==> src/rtl/ps2_key_decoder_pkg.sv <==
// Shared constants and FSM encoding for the PS/2 key decoder.
package ps2_key_decoder_pkg;

   localparam logic [7:0] PS2_BRK     = 8'hF0;
   localparam logic [7:0] PS2_EXT     = 8'hE0;

   localparam logic [7:0] SC_SPACE    = 8'h29;
   localparam logic [7:0] SC_ENTER    = 8'h5A;
   localparam logic [7:0] ASCII_SPACE = 8'h20;
   localparam logic [7:0] ASCII_ENTER = 8'h0D;

   typedef enum logic [1:0] {
      ST_IDLE   = 2'd0,
      ST_POP    = 2'd1,
      ST_SETTLE = 2'd2,
      ST_DECODE = 2'd3
   } state_e;

endpackage

==> src/rtl/ps2_scan_ascii.sv <==
// Combinational PS/2 set-2 scan code to ASCII lookup (letters, digits,
// space, enter). Unmapped codes give 8'h00.
module ps2_scan_ascii
   import ps2_key_decoder_pkg::*;
#(
   parameter bit LOWERCASE = 1'b1
) (
   input  logic [7:0] scan_i,
   output logic [7:0] ascii_o
);

   localparam logic [7:0] LETTER_BASE = LOWERCASE ? 8'h61 : 8'h41;

   logic       is_letter;
   logic [7:0] letter_idx;

   // Letters resolve to an alphabet index; everything else maps directly.
   always_comb begin
      is_letter  = 1'b1;
      letter_idx = 8'd0;
      ascii_o    = 8'h00;
      case (scan_i)
         8'h1C: letter_idx = 8'd0;   // a
         8'h32: letter_idx = 8'd1;   // b
         8'h21: letter_idx = 8'd2;   // c
         8'h23: letter_idx = 8'd3;   // d
         8'h24: letter_idx = 8'd4;   // e
         8'h2B: letter_idx = 8'd5;   // f
         8'h34: letter_idx = 8'd6;   // g
         8'h33: letter_idx = 8'd7;   // h
         8'h43: letter_idx = 8'd8;   // i
         8'h3B: letter_idx = 8'd9;   // j
         8'h42: letter_idx = 8'd10;  // k
         8'h4B: letter_idx = 8'd11;  // l
         8'h3A: letter_idx = 8'd12;  // m
         8'h31: letter_idx = 8'd13;  // n
         8'h44: letter_idx = 8'd14;  // o
         8'h4D: letter_idx = 8'd15;  // p
         8'h15: letter_idx = 8'd16;  // q
         8'h2D: letter_idx = 8'd17;  // r
         8'h1B: letter_idx = 8'd18;  // s
         8'h2C: letter_idx = 8'd19;  // t
         8'h3C: letter_idx = 8'd20;  // u
         8'h2A: letter_idx = 8'd21;  // v
         8'h1D: letter_idx = 8'd22;  // w
         8'h22: letter_idx = 8'd23;  // x
         8'h35: letter_idx = 8'd24;  // y
         8'h1A: letter_idx = 8'd25;  // z
         default: begin
            is_letter = 1'b0;
            case (scan_i)
               8'h45:    ascii_o = 8'h30;
               8'h16:    ascii_o = 8'h31;
               8'h1E:    ascii_o = 8'h32;
               8'h26:    ascii_o = 8'h33;
               8'h25:    ascii_o = 8'h34;
               8'h2E:    ascii_o = 8'h35;
               8'h36:    ascii_o = 8'h36;
               8'h3D:    ascii_o = 8'h37;
               8'h3E:    ascii_o = 8'h38;
               8'h46:    ascii_o = 8'h39;
               SC_SPACE: ascii_o = ASCII_SPACE;
               SC_ENTER: ascii_o = ASCII_ENTER;
               default:  ascii_o = 8'h00;
            endcase
         end
      endcase
      if (is_letter) ascii_o = LETTER_BASE + letter_idx;
   end

endmodule

==> src/rtl/ps2_key_decoder.sv <==
// Pops scan-code bytes from the PS/2 receiver FIFO, tracks E0/F0 prefixes
// and presents the current key, its ASCII value, held state and a press count.
module ps2_key_decoder
   import ps2_key_decoder_pkg::*;
#(
   parameter int CNT_W     = 8,
   parameter bit LOWERCASE = 1'b1
) (
   input  logic             clk,
   input  logic             resetn,
   input  logic [7:0]       kb_data,
   input  logic             kb_ready,
   input  logic             kb_overflow,
   output logic             kb_nextdata_n,
   output logic [7:0]       scancode,
   output logic [7:0]       ascii,
   output logic             key_down,
   output logic             key_ext,
   output logic [CNT_W-1:0] press_count,
   output logic             ovf_sticky
);

   state_e           state_q, state_d;
   logic [7:0]       byte_q, byte_d;
   logic             brk_q, brk_d;
   logic             ext_q, ext_d;
   logic [7:0]       scancode_q, scancode_d;
   logic [7:0]       ascii_q, ascii_d;
   logic             key_down_q, key_down_d;
   logic             key_ext_q, key_ext_d;
   logic [CNT_W-1:0] cnt_q, cnt_d;
   logic             ovf_q, ovf_d;
   logic [7:0]       lut_ascii;
   logic             same_key;

   ps2_scan_ascii #(.LOWERCASE(LOWERCASE)) u_lut (
      .scan_i  (byte_q),
      .ascii_o (lut_ascii)
   );

   // Same physical key as the one currently latched (code and E0 prefix).
   assign same_key = (byte_q == scancode_q) && (ext_q == key_ext_q);

   // State and output registers.
   always_ff @(posedge clk or negedge resetn) begin
      if (!resetn) begin
         state_q    <= ST_IDLE;
         byte_q     <= 8'h00;
         brk_q      <= 1'b0;
         ext_q      <= 1'b0;
         scancode_q <= 8'h00;
         ascii_q    <= 8'h00;
         key_down_q <= 1'b0;
         key_ext_q  <= 1'b0;
         cnt_q      <= '0;
         ovf_q      <= 1'b0;
      end else begin
         state_q    <= state_d;
         byte_q     <= byte_d;
         brk_q      <= brk_d;
         ext_q      <= ext_d;
         scancode_q <= scancode_d;
         ascii_q    <= ascii_d;
         key_down_q <= key_down_d;
         key_ext_q  <= key_ext_d;
         cnt_q      <= cnt_d;
         ovf_q      <= ovf_d;
      end
   end

   // Pop/settle/decode sequencing and the make/break/prefix decode rules.
   always_comb begin
      state_d       = state_q;
      byte_d        = byte_q;
      brk_d         = brk_q;
      ext_d         = ext_q;
      scancode_d    = scancode_q;
      ascii_d       = ascii_q;
      key_down_d    = key_down_q;
      key_ext_d     = key_ext_q;
      cnt_d         = cnt_q;
      ovf_d         = ovf_q | kb_overflow;
      kb_nextdata_n = 1'b1;
      case (state_q)
         ST_IDLE: begin
            if (kb_ready) begin
               byte_d  = kb_data;
               state_d = ST_POP;
            end
         end
         ST_POP: begin
            kb_nextdata_n = 1'b0;
            state_d       = ST_SETTLE;
         end
         // Give the receiver a cycle to update its read pointer and ready.
         ST_SETTLE: state_d = ST_DECODE;
         ST_DECODE: begin
            state_d = ST_IDLE;
            if (byte_q == PS2_EXT) begin
               ext_d = 1'b1;
            end else if (byte_q == PS2_BRK) begin
               brk_d = 1'b1;
            end else if (brk_q) begin
               if (same_key) key_down_d = 1'b0;
               brk_d = 1'b0;
               ext_d = 1'b0;
            end else begin
               // A held key re-sending its make code is typematic repeat.
               if (!(key_down_q && same_key)) begin
                  scancode_d = byte_q;
                  ascii_d    = ext_q ? 8'h00 : lut_ascii;
                  key_ext_d  = ext_q;
                  key_down_d = 1'b1;
                  cnt_d      = cnt_q + CNT_W'(1);
               end
               ext_d = 1'b0;
            end
         end
         default: state_d = ST_IDLE;
      endcase
   end

   assign scancode    = scancode_q;
   assign ascii       = ascii_q;
   assign key_down    = key_down_q;
   assign key_ext     = key_ext_q;
   assign press_count = cnt_q;
   assign ovf_sticky  = ovf_q;

endmodule
==> config.mk <==
export PLATFORM = sky130hd
export DESIGN_NAME = ps2_key_decoder
export DESIGN_NICKNAME = d
export VERILOG_FILES = /design/src/rtl/ps2_key_decoder_pkg.sv /design/src/rtl/ps2_scan_ascii.sv /design/src/rtl/ps2_key_decoder.sv
export SDC_FILE = /design/constraint.sdc
export NUM_CORES = 1
export LEC_CHECK = 0
export CORE_MARGIN = 1.5
export CORE_UTILIZATION = 40
export DETAILED_ROUTE_END_ITERATION = 10
export PLACE_DENSITY_LB_ADDON = 0.3
export REMOVE_ABC_BUFFERS = 1
export SLEW_MARGIN = 10
export SYNTH_ARGS = -nofsm -noshare
export SYNTH_HDL_FRONTEND = slang
export SYNTH_SLANG_ARGS = --single-unit
==> constraint.sdc <==
create_clock -name clk -period 2.35 [get_ports clk]
set_clock_uncertainty 0.1 [all_clocks]
set_input_delay 0.235 -clock clk [delete_from_list [all_inputs] [get_ports clk]]
set_output_delay 0.235 -clock clk [all_outputs]
set_load 0.05 [all_outputs]
# [After elaboration in Yosys (flattened, before gate mapping)]
# Index checks and enable logic that the tools add are counted.
[word_totals] in_bits=12 elab_cells=90 out_inout_bits=28 regBits=39
[classes] eq_ne=49 reduce_logical=9 muxes=15 addsub=2 n_bitwise=5
[op_table] operator="8-bit by 6-bit equality test with 1-bit output, second input constant" count=23
[op_table] operator="5-bit one-hot mux with 25 select lines" count=1
[op_table] operator="6-bit one-hot mux with 12 select lines" count=1
[op_table] operator="8-bit by 7-bit equality test with 1-bit output, second input constant" count=8
[op_table] operator="8-bit by 5-bit equality test with 1-bit output, second input constant" count=7
[op_table] operator="26-bit OR reduction" count=1
[op_table] operator="8-bit 2-to-1 mux" count=3
[op_table] operator="8-bit equality test, second input constant" count=2
[op_table] operator="5-bit AND reduction" count=2
[op_table] operator="7-bit by 5-bit adder with 8-bit output, first input constant" count=1
[op_table] operator="8-bit by 1-bit adder with 8-bit output, second input constant" count=1
[op_table] operator="8-bit equality test" count=1
[op_table] operator="1-bit 2-to-1 mux" count=8
[op_table] operator="2-bit one-hot mux with 4 select lines" count=1
[op_table] operator="2-bit inequality test, second input constant" count=3
[op_table] operator="2-bit AND reduction" count=3
[op_table] operator="2-bit equality test, second input constant" count=2
[op_table] operator="1-bit NOT" count=4
[op_table] operator="2-bit by 1-bit equality test with 1-bit output, second input constant" count=1
[op_table] operator="1-bit logical AND" count=2
[op_table] operator="2-bit zero test" count=1
[op_table] operator="2-bit 2-to-1 mux" count=1
[op_table] operator="2-bit by 1-bit inequality test with 1-bit output, second input constant" count=1
[op_table] operator="1-bit equality test" count=1
[op_table] operator="1-bit OR" count=1

# [Longest topological paths before layout]
# Gate-level depths: netlist of the first run.
[logic_depth] ltp_word=5 depth_mapped=11 ltp_nobuf=9

# [Hierarchy]
# Synthesis of the first run repeated with hierarchy kept, for this count alone.
[unflattened] hier_cells=280 hier_area_um2=2824.0
[by_module_without_submodules] mod="ps2_key_decoder" cells_each=137 instances=1 area_each_um2=1875.5 seq_area_each_um2=975.9
[by_module_without_submodules] mod="ps2_scan_ascii" cells_each=143 instances=1 area_each_um2=948.4 seq_area_each_um2=0.0

# [Least setup slack after synthesis of the first run]
# Ideal clock, no wire load.
[synth_path] path_kind="flip-flop to flip-flop" start="reg byte_q[4]" end="reg ascii_q[2] (netlist: ascii[2])" setup_slack_ps=51 arrival_ps=2073 t_required_ps=2124 setup_time_ps=126 path_stages_with_launch=11 synth_period_minus_slack_ps=2299 path_buffers=3 cell_sequence="dfrtp_1 -> buf_6 -> buf_6 -> buf_2 -> a21o_1 -> a221oi_1 -> o2111a_1 -> inv_1 -> ha_1 -> xnor2_1 -> a221o_1"
[synth_via] elab_chain_len=5 elab_cells_between_ends=55 cone_classes="1 x add/sub; 41 x eq/ne; 6 x mux; 3 x bitwise; 4 x reduce/logical"
[synth_rtl] element="from (decl)" line="ps2_key_decoder.sv:24" text="logic [7:0] byte_q, byte_d;"
[synth_rtl] element="from (signal assigned)" line="ps2_key_decoder.sv:59" text="byte_q <= byte_d;"
[synth_rtl] element="8-bit by 5-bit equality test with 1-bit output (tied with other cells)" line="ps2_scan_ascii.sv:22" text="case (scan_i)"
[synth_rtl] element="5-bit one-hot mux with 25 select lines (tied with other cells)" line="ps2_scan_ascii.sv:22"
[synth_rtl] element="7-bit by 5-bit adder with 8-bit output (tied with other cells)" line="ps2_scan_ascii.sv:68" text="if (is_letter) ascii_o = LETTER_BASE + letter_idx;"
[synth_rtl] element="8-bit 2-to-1 mux or 1-bit NOT (tied branches)"
[synth_rtl] element="8-bit 2-to-1 mux or 5-bit AND reduction (tied branches)"
[synth_rtl] element="to (signal assigned)" line="ps2_key_decoder.sv:63" text="ascii_q <= ascii_d;"
[synth_rtl] element="to (decl)" line="ps2_key_decoder.sv:28" text="logic [7:0] ascii_q, ascii_d;"
# Several ways; a longest one is shown, not always the timed one.
# A chain may end at the register's enable or synchronous reset.

# [Final worst setup path of the first run]
# Same ends and word-level chain as after synthesis.

==> results of run 1 <==
## layer usage
layer,GRT usage (%),share of wire [%],vias to the layer above
met5,0,0,-
met1,26.0,46,1182
met3,3.24,4.7,6
met4,3.52,0.73,0
met2,30.1,49,86
li1,-,-,1163
## area by class of cell
cell class / count / area, µm²
Timing Repair Buffer: 92 / 830
Sequential cell: 39 / 985
Inverter: 10 / 37.5
Clock buffer: 8 / 100
Multi-Input combinational cell: 206 / 1720
Fill cell: 595 / 2980
Tap cell: 80 / 100
## cells in the final DEF (no fill, tap or decap), types with 3 or more instances in the layout
cell type and count:
xnor2_1 15, mux2_2 16, nor2b_2 3, a22o_1 3
nor2b_1 9, inv_1 8, ha_1 6, a21o_1 3
o211ai_1 4, dfrtp_1 32, buf_6 5, nand2b_1 5
nor2_2 3, nor3b_1 4, nand4_1 4, dfrtp_2 7
nand3_1 12, xor2_1 4, a31oi_1 5, clkdlybuf4s50_1 38
clkbuf_8 7, buf_4 45, nand2_1 13, o21ai_0 7
a21oi_1 7, nor2_1 15
## path summary, 6_finish.rpt
check / slack, ns / cells past startpoint / endpoint / from
worst min register to register: 0.37 / 1 / press_count[7]$_DFFE_PN0P_ / press_count[7]$_DFFE_PN0P_
min in group asynchronous: 0.49 / 2 / press_count[7]$_DFFE_PN0P_ / resetn
worst max register to register: -0.02 / 8 / ascii[2]$_DFFE_PN0P_ / byte_q[4]$_DFFE_PN0P_
worst min-delay path: 0.37 / 1 / press_count[7]$_DFFE_PN0P_ / press_count[7]$_DFFE_PN0P_
max in group asynchronous: 1.08 / 2 / byte_q[7]$_DFFE_PN0P_ / resetn
worst max-delay path: -0.02 / 8 / ascii[2]$_DFFE_PN0P_ / byte_q[4]$_DFFE_PN0P_
## worst register-to-register path, stage by stage (launching register included)
cell      delay [ns]
dfrtp_2         0.44
buf_4           0.17
nor3b_1         0.16
o2111a_1        0.24
o211ai_1        0.31
nand2_1         0.18
ha_4            0.21
xnor2_1         0.12
a221o_1         0.31
## repair_timing
| item | CTS | global route |
|---|---|---|
| setup endpoints to repair | 5 | 7 |
| resized for setup | 12 | 27 |
| hold endpoints to repair | 39 | 0 |
| cloned | 0 | 0 |
| setup buffers | 5 | 6 |
| pin swaps | 5 | 15 |
| hold buffers | 1 | 0 |
## flip-flops by register name, indices dropped and copies added, names as in the netlist
name	count
ascii	8
key_down	1
key_ext	1
ovf_sticky	1
byte_q	8
press_count	8
ext_q	1
scancode	8
state_q	2
brk_q	1
## cell families (layout without fill, tap and decap cells)
kind of cell    after synthesis  after routing  share of synthesized area (%)
mux                          17             17                           6.81
flops                        39             39                           34.9
simple gates                 96             96                           21.2
fa+ha+maj                     7              7                           3.14
compound gates               66             66                           20.4
buf+inv                      31            110                           7.17
xor+xnor                     20             20                           6.27
## power by group through the flow
| stage | Combinational, mW | Clock (mW) | Sequential, mW |
|---|---|---|---|
| floorplan | 1.57 | 0 | 1.97 |
| global placement | 3.57 | 0 | 1.31 |
| detailed placement | 3.60 | 0 | 1.33 |
| CTS | 3.72 | 0.500 | 1.32 |
| global route | 4.32 | 0.531 | 1.35 |
| finish | 4.04 | 0.487 | 1.30 |
==> results.md, run 1 <==
* Status: complete, but fails checks
* Violated checks: negative setup slack
* Clock root buffer: clkbuf_8
* Vias in the first global route at 2,286
* Post-Layout Inst Area at 3770 µm²
* Final period util at 101%
* Share of async-settable or async-resettable flops after synthesis at 100%
* CTS Buf Count at 5
* RSZ-0062 raised after global routing: true
* Clock Path Buffers at 2
* Register area share after synthesis at 34.9%
* Global-route wire length before repair at 11,100 µm
* Mapped Cells at 276
* Sum Neg Setup Slack at -0.0418 ns
* CTS tree: done
* Remaining antenna violation count at 0
* Total power at 5.82 mW
* Pin count of the biggest net entering global routing at 40
* Nets at 373
* Num Clock Sinks at 39
* Post-synth top area cell: dfrtp_1
* Latest clock arrival within the worst-skew pair at 0.28 ns
* Synth Area per Inst at 10.1 µm²
* Most instantiated library cell after synthesis: dfrtp_1
* Yosys top cell area share at 34.9%
* FF+latch count, synth at 39
* CP required at 2.42 ns
* P_sw at 2.79 mW
* Die Footprint at 7490 µm²
* Num ports at 40
* VDD IR max at 0.00100 V
* Initial antenna violation count at 0
* Routed vias at 2,437
* DR WL/cell at 16.1 µm
* Dominant cells by area after synthesis: dfrtp_1 35%, mux2_2 6.5%, xnor2_1 4.7%, buf_6 3.6%, ha_1 3.1%
* Dpl ws at -0.154 ns
* Initial core utilization at 41.3%
* Crit path launch type: flop
* Diode count at 0
* Standard-cell rows at 30
* Setup-failing EPs final at 3
* Critical path's top delay family: compound AO/OA/AOI/OAI gates
* Worst endpoint data arrival time at 2.44 ns
* Overall Global Routing Usage at 18.5%
* Period minus WS final at 2.37 ns
* Worst-path cell chain: buf_4 -> nor3b_1 -> o2111a_1 -> o211ai_1 -> nand2_1 -> ha_4 -> xnor2_1 -> a221o_1
* Vias per inst at 5.60
* Switching share of power at 47.9%
* Main synth FF type: dfrtp_1
* DR pass1 iterations at 4
* Synth cell types at 70
* Number of synthesized flops with an enable pin at 0
* DP Area at 3450 µm²
* Critical path's largest stage delay at 0.44 ns
* Worst Setup End Kind: flop
* Share of cells above drive strength 1 at 34.4%
* Yosys Warn Count at 0
* Clock transition at path regs at 0.08 ns
* H-Tree Depth at 2
* Final Max Slew Viols at 0
* Hold Vio Cnt, Final at 0
* WHS at 0.369 ns
* Pleak at 1.54 nW
* Synth cell count leaders: 39 x dfrtp_1, 17 x nor2_1, 16 x mux2_2
* Detail Placement HPWL at 5020 µm
* DR DRC count at 0
* DIE HEIGHT at 86.6 µm
* Dpl cells at 415
* Power per cell area at 1540 nW/µm²
* Max Cap Viol at 0
* Gpl congestion at 0.922
* Port bufs at 39
* Worst slew pin tran at 0.832 ns
* Final Non-Filler Cells at 435
* Post-Synthesis Cell Area at 2790 µm²
* Gate power share at 69.3%
* First DRT Iteration DRCs at 130
* Hold Crit Class: flop to flop
* Worst Slack Setup Final at -0.0207 ns
* Clock Power Share at 8.4%
* Worst-path fanout max at 8
* Synth-to-Final Area Change at 35.2%
* Internal power at 3.04 mW
* Fin util at 55.9%
* WS Path Type: flop to flop
* GR Overflow Total at 0
* Max frequency at 0.422 GHz
* Normalized max-slew margin at 44.5%
* DIE WIDTH at 86.6 µm
* Slowest cell on crit path: dfrtp_2
* DRT Wirelength at 7020 µm
* CP Buf/Inv Count at 1
* Sequential share of power at 22.4%
* Core ar. at 6760 µm²
Note: power is estimated with default switching activity, not from simulation.
==> inputs of run 2 (changes only) <==
--- a/config.mk
+++ b/config.mk
@@ -8,3 +8,3 @@
 export CORE_MARGIN = 1.5
-export CORE_UTILIZATION = 40
+export CORE_UTILIZATION = 50
 export DETAILED_ROUTE_END_ITERATION = 10
==> constraint.sdc (replaced) <==
create_clock -name clk -period 2.35 [get_ports clk]
set_clock_uncertainty 0.1 [all_clocks]
set_input_delay 0.47 -clock clk [delete_from_list [all_inputs] [get_ports clk]]
set_output_delay 0.47 -clock clk [all_outputs]
set_load 0.05 [all_outputs]
==> run 2 against run 1 <==
The flow still finishes with violations (negative setup slack). Critical path depth unchanged. Die area decreased by 19%. Combinational power rose by 5.4%. Register-to-register slack worse by 0.08 ns. Global-route usage up 5.5 points.
==> results.md, run 2 (synthesized netlist as in run 1, its figures left out) <==
* DP Area at 3540 µm²
* Initial core utilization at 51.3%
* WHS at 0.126 ns
* Reg-to-Reg Start: byte_q[4]$_DFFE_PN0P_
* Vias per inst at 5.63
* VDD IR max at 0.00103 V
* Initial antenna violation count at 0
* RSZ-0062 raised after global routing: true
* Remaining antenna violation count at 0
* Share of cells above drive strength 1 at 35.5%
* Worst-path fanout max at 11
* Post-Layout Inst Area at 3940 µm²
* Hold Crit Class: input pin to asynchronous set/reset pin
* Clock Path Buffers at 2
* RR Endpoint: ascii[3]$_DFFE_PN0P_
* H-Tree Depth at 2
* Detail Placement HPWL at 5100 µm
* Worst Setup End Kind: flop
* P_sw at 2.83 mW
* Final period util at 104%
* Final Max Slew Viols at 0
* Violated checks: negative setup slack
* Num Clock Sinks at 39
* Clock root buffer: clkbuf_8
* R2R Setup Slk at -0.1 ns
* End of the critical path: ascii[3]$_DFFE_PN0P_
* Synth-to-Final Area Change at 41.1%
* Sequential share of power at 21.3%
* Vias in the first global route at 2,349
* Normalized max-slew margin at 66.7%
* Pin count of the biggest net entering global routing at 40
* Gpl congestion at 0.881
* CTS tree: done
* Total power at 6.23 mW
* Num ports at 40
* Switching share of power at 45.3%
* DIE HEIGHT at 77.7 µm
* DR WL/cell at 16.4 µm
* Most frequent cells in the layout: 59 x buf_4, 37 x clkdlybuf4s50_1, 33 x dfrtp_1, 16 x mux2_2
* Nets at 387
* CP required at 2.45 ns
* Core ar. at 5440 µm²
* DR DRC count at 0
* Worst Setup SP: byte_q[4]$_DFFE_PN0P_
* Die Footprint at 6040 µm²
* Worst slew pin tran at 0.499 ns
* R2R depth at 8
* Period minus WS final at 2.45 ns
* DR pass1 iterations at 4
* Latest clock arrival within the worst-skew pair at 0.29 ns
* Diode count at 0
* Most common cell after layout, fill and taps aside: buf_4
* Internal power at 3.41 mW
* GR Overflow Total at 0
* Pleak at 1.68 nW
* Global-route wire length before repair at 11,400 µm
* Port bufs at 39
* Clock transition at path regs at 0.08 ns
* Crit path launch type: flop
* Setup-failing EPs final at 6
* CTS Buf Count at 5
* Worst endpoint data arrival time at 2.55 ns
* WS Path Type: flop to flop
* Power per cell area at 1580 nW/µm²
* # fillers at 408
* Gate power share at 68.3%
* Status: complete, but fails checks
* Sum Neg Setup Slack at -0.308 ns
* DIE WIDTH at 77.7 µm
* Clock Power Share at 10.4%
* Overall Global Routing Usage at 24.0%
* DRT Wirelength at 7230 µm
* Worst Slack Setup Final at -0.0984 ns
* First DRT Iteration DRCs at 138
* Max frequency at 0.408 GHz
* Standard-cell rows at 27
* Routed vias at 2,482
* Max Cap Viol at 0
* Hold Vio Cnt, Final at 0
## run 2: layout make-up
class                      count  area (µm²)  area share (%)
sequential                    39         983            25.0
tap                           72        90.1            2.29
multi-input combinational    206        1700            43.1
clock buffer                   6        72.6            1.84
clock inverter                 2        60.1            1.52
inverter                      10        37.5           0.952
timing repair buffer         106         998            25.3
## run 2: worst min path at each step
stage                               startpoint              endpoint  depth (start not counted)  slack [ns]
final                                   resetn  ascii[7]$_DFFE_PN0P_                          2        0.13
after global routing                    resetn   key_ext$_DFFE_PN0P_                          2        0.17
after CTS                               resetn  ascii[7]$_DFFE_PN0P_                          2        0.13
after detailed placement  ovf_sticky$_DFF_PN0_  ovf_sticky$_DFF_PN0_                          1        0.36
after global placement    ovf_sticky$_DFF_PN0_  ovf_sticky$_DFF_PN0_                          1        0.34
after floorplan                         resetn  ascii[0]$_DFFE_PN0P_                          0        0.07
## run 2: power groups by stage
stage	Clock (mW)	Sequential [mW]	Combinational, mW
floorplan	0	1.97	1.57
global placement	0	1.30	3.71
detailed placement	0	1.31	3.76
CTS	0.664	1.32	3.94
global route	0.688	1.39	4.53
finish	0.648	1.33	4.26
## run 2: worst max-delay path: stages, from the launching register on
cell	delay, ns
dfrtp_2	0.45
buf_12	0.15
or4b_4	0.54
buf_4	0.16
o311ai_4	0.25
a2111oi_4	0.07
buf_4	0.17
a211o_1	0.27
a22oi_1	0.18
## run 2: what timing repair did
item | 4_1_cts | 5_1_grt
hold buffers | 0 | 0
setup buffers | 5 | 7
gates resized for setup | 7 | 16
gates cloned | 1 | 1
pin swaps | 5 | 7
endpoints found under the setup margin | 4 | 7
## run 2: metrics by stage
stage,utilization (%),std cells,setup slack (ns)
after CTS,69.3,433,-0.0346
after floorplan,-,255,-0.318
after global placement,65.1,419,-0.0517
after global routing,72.5,441,-0.164
final,72.5,441,-0.0984
after detailed placement,65.1,419,-0.118
## run 2: per-layer routing
layer | part of all wire, % | vias up | global-route usage, % | routed length [µm]
li1 | - | 1202 | - | -
met4 | 0.77 | 0 | 5.82 | 56
met3 | 3.9 | 8 | 3.88 | 279
met2 | 51 | 69 | 41.0 | 3720
met5 | 0 | - | 0 | 0
met1 | 44 | 1203 | 31.6 | 3170
==> inputs of run 3 (changes only) <==
- ABC_AREA: not set -> 0
- CAP_MARGIN: not set -> 40
- CTS_CLUSTER_SIZE: not set -> 30
==> results of run 3 <==
Final layout, timing and power as in run 2 (identical DEF).
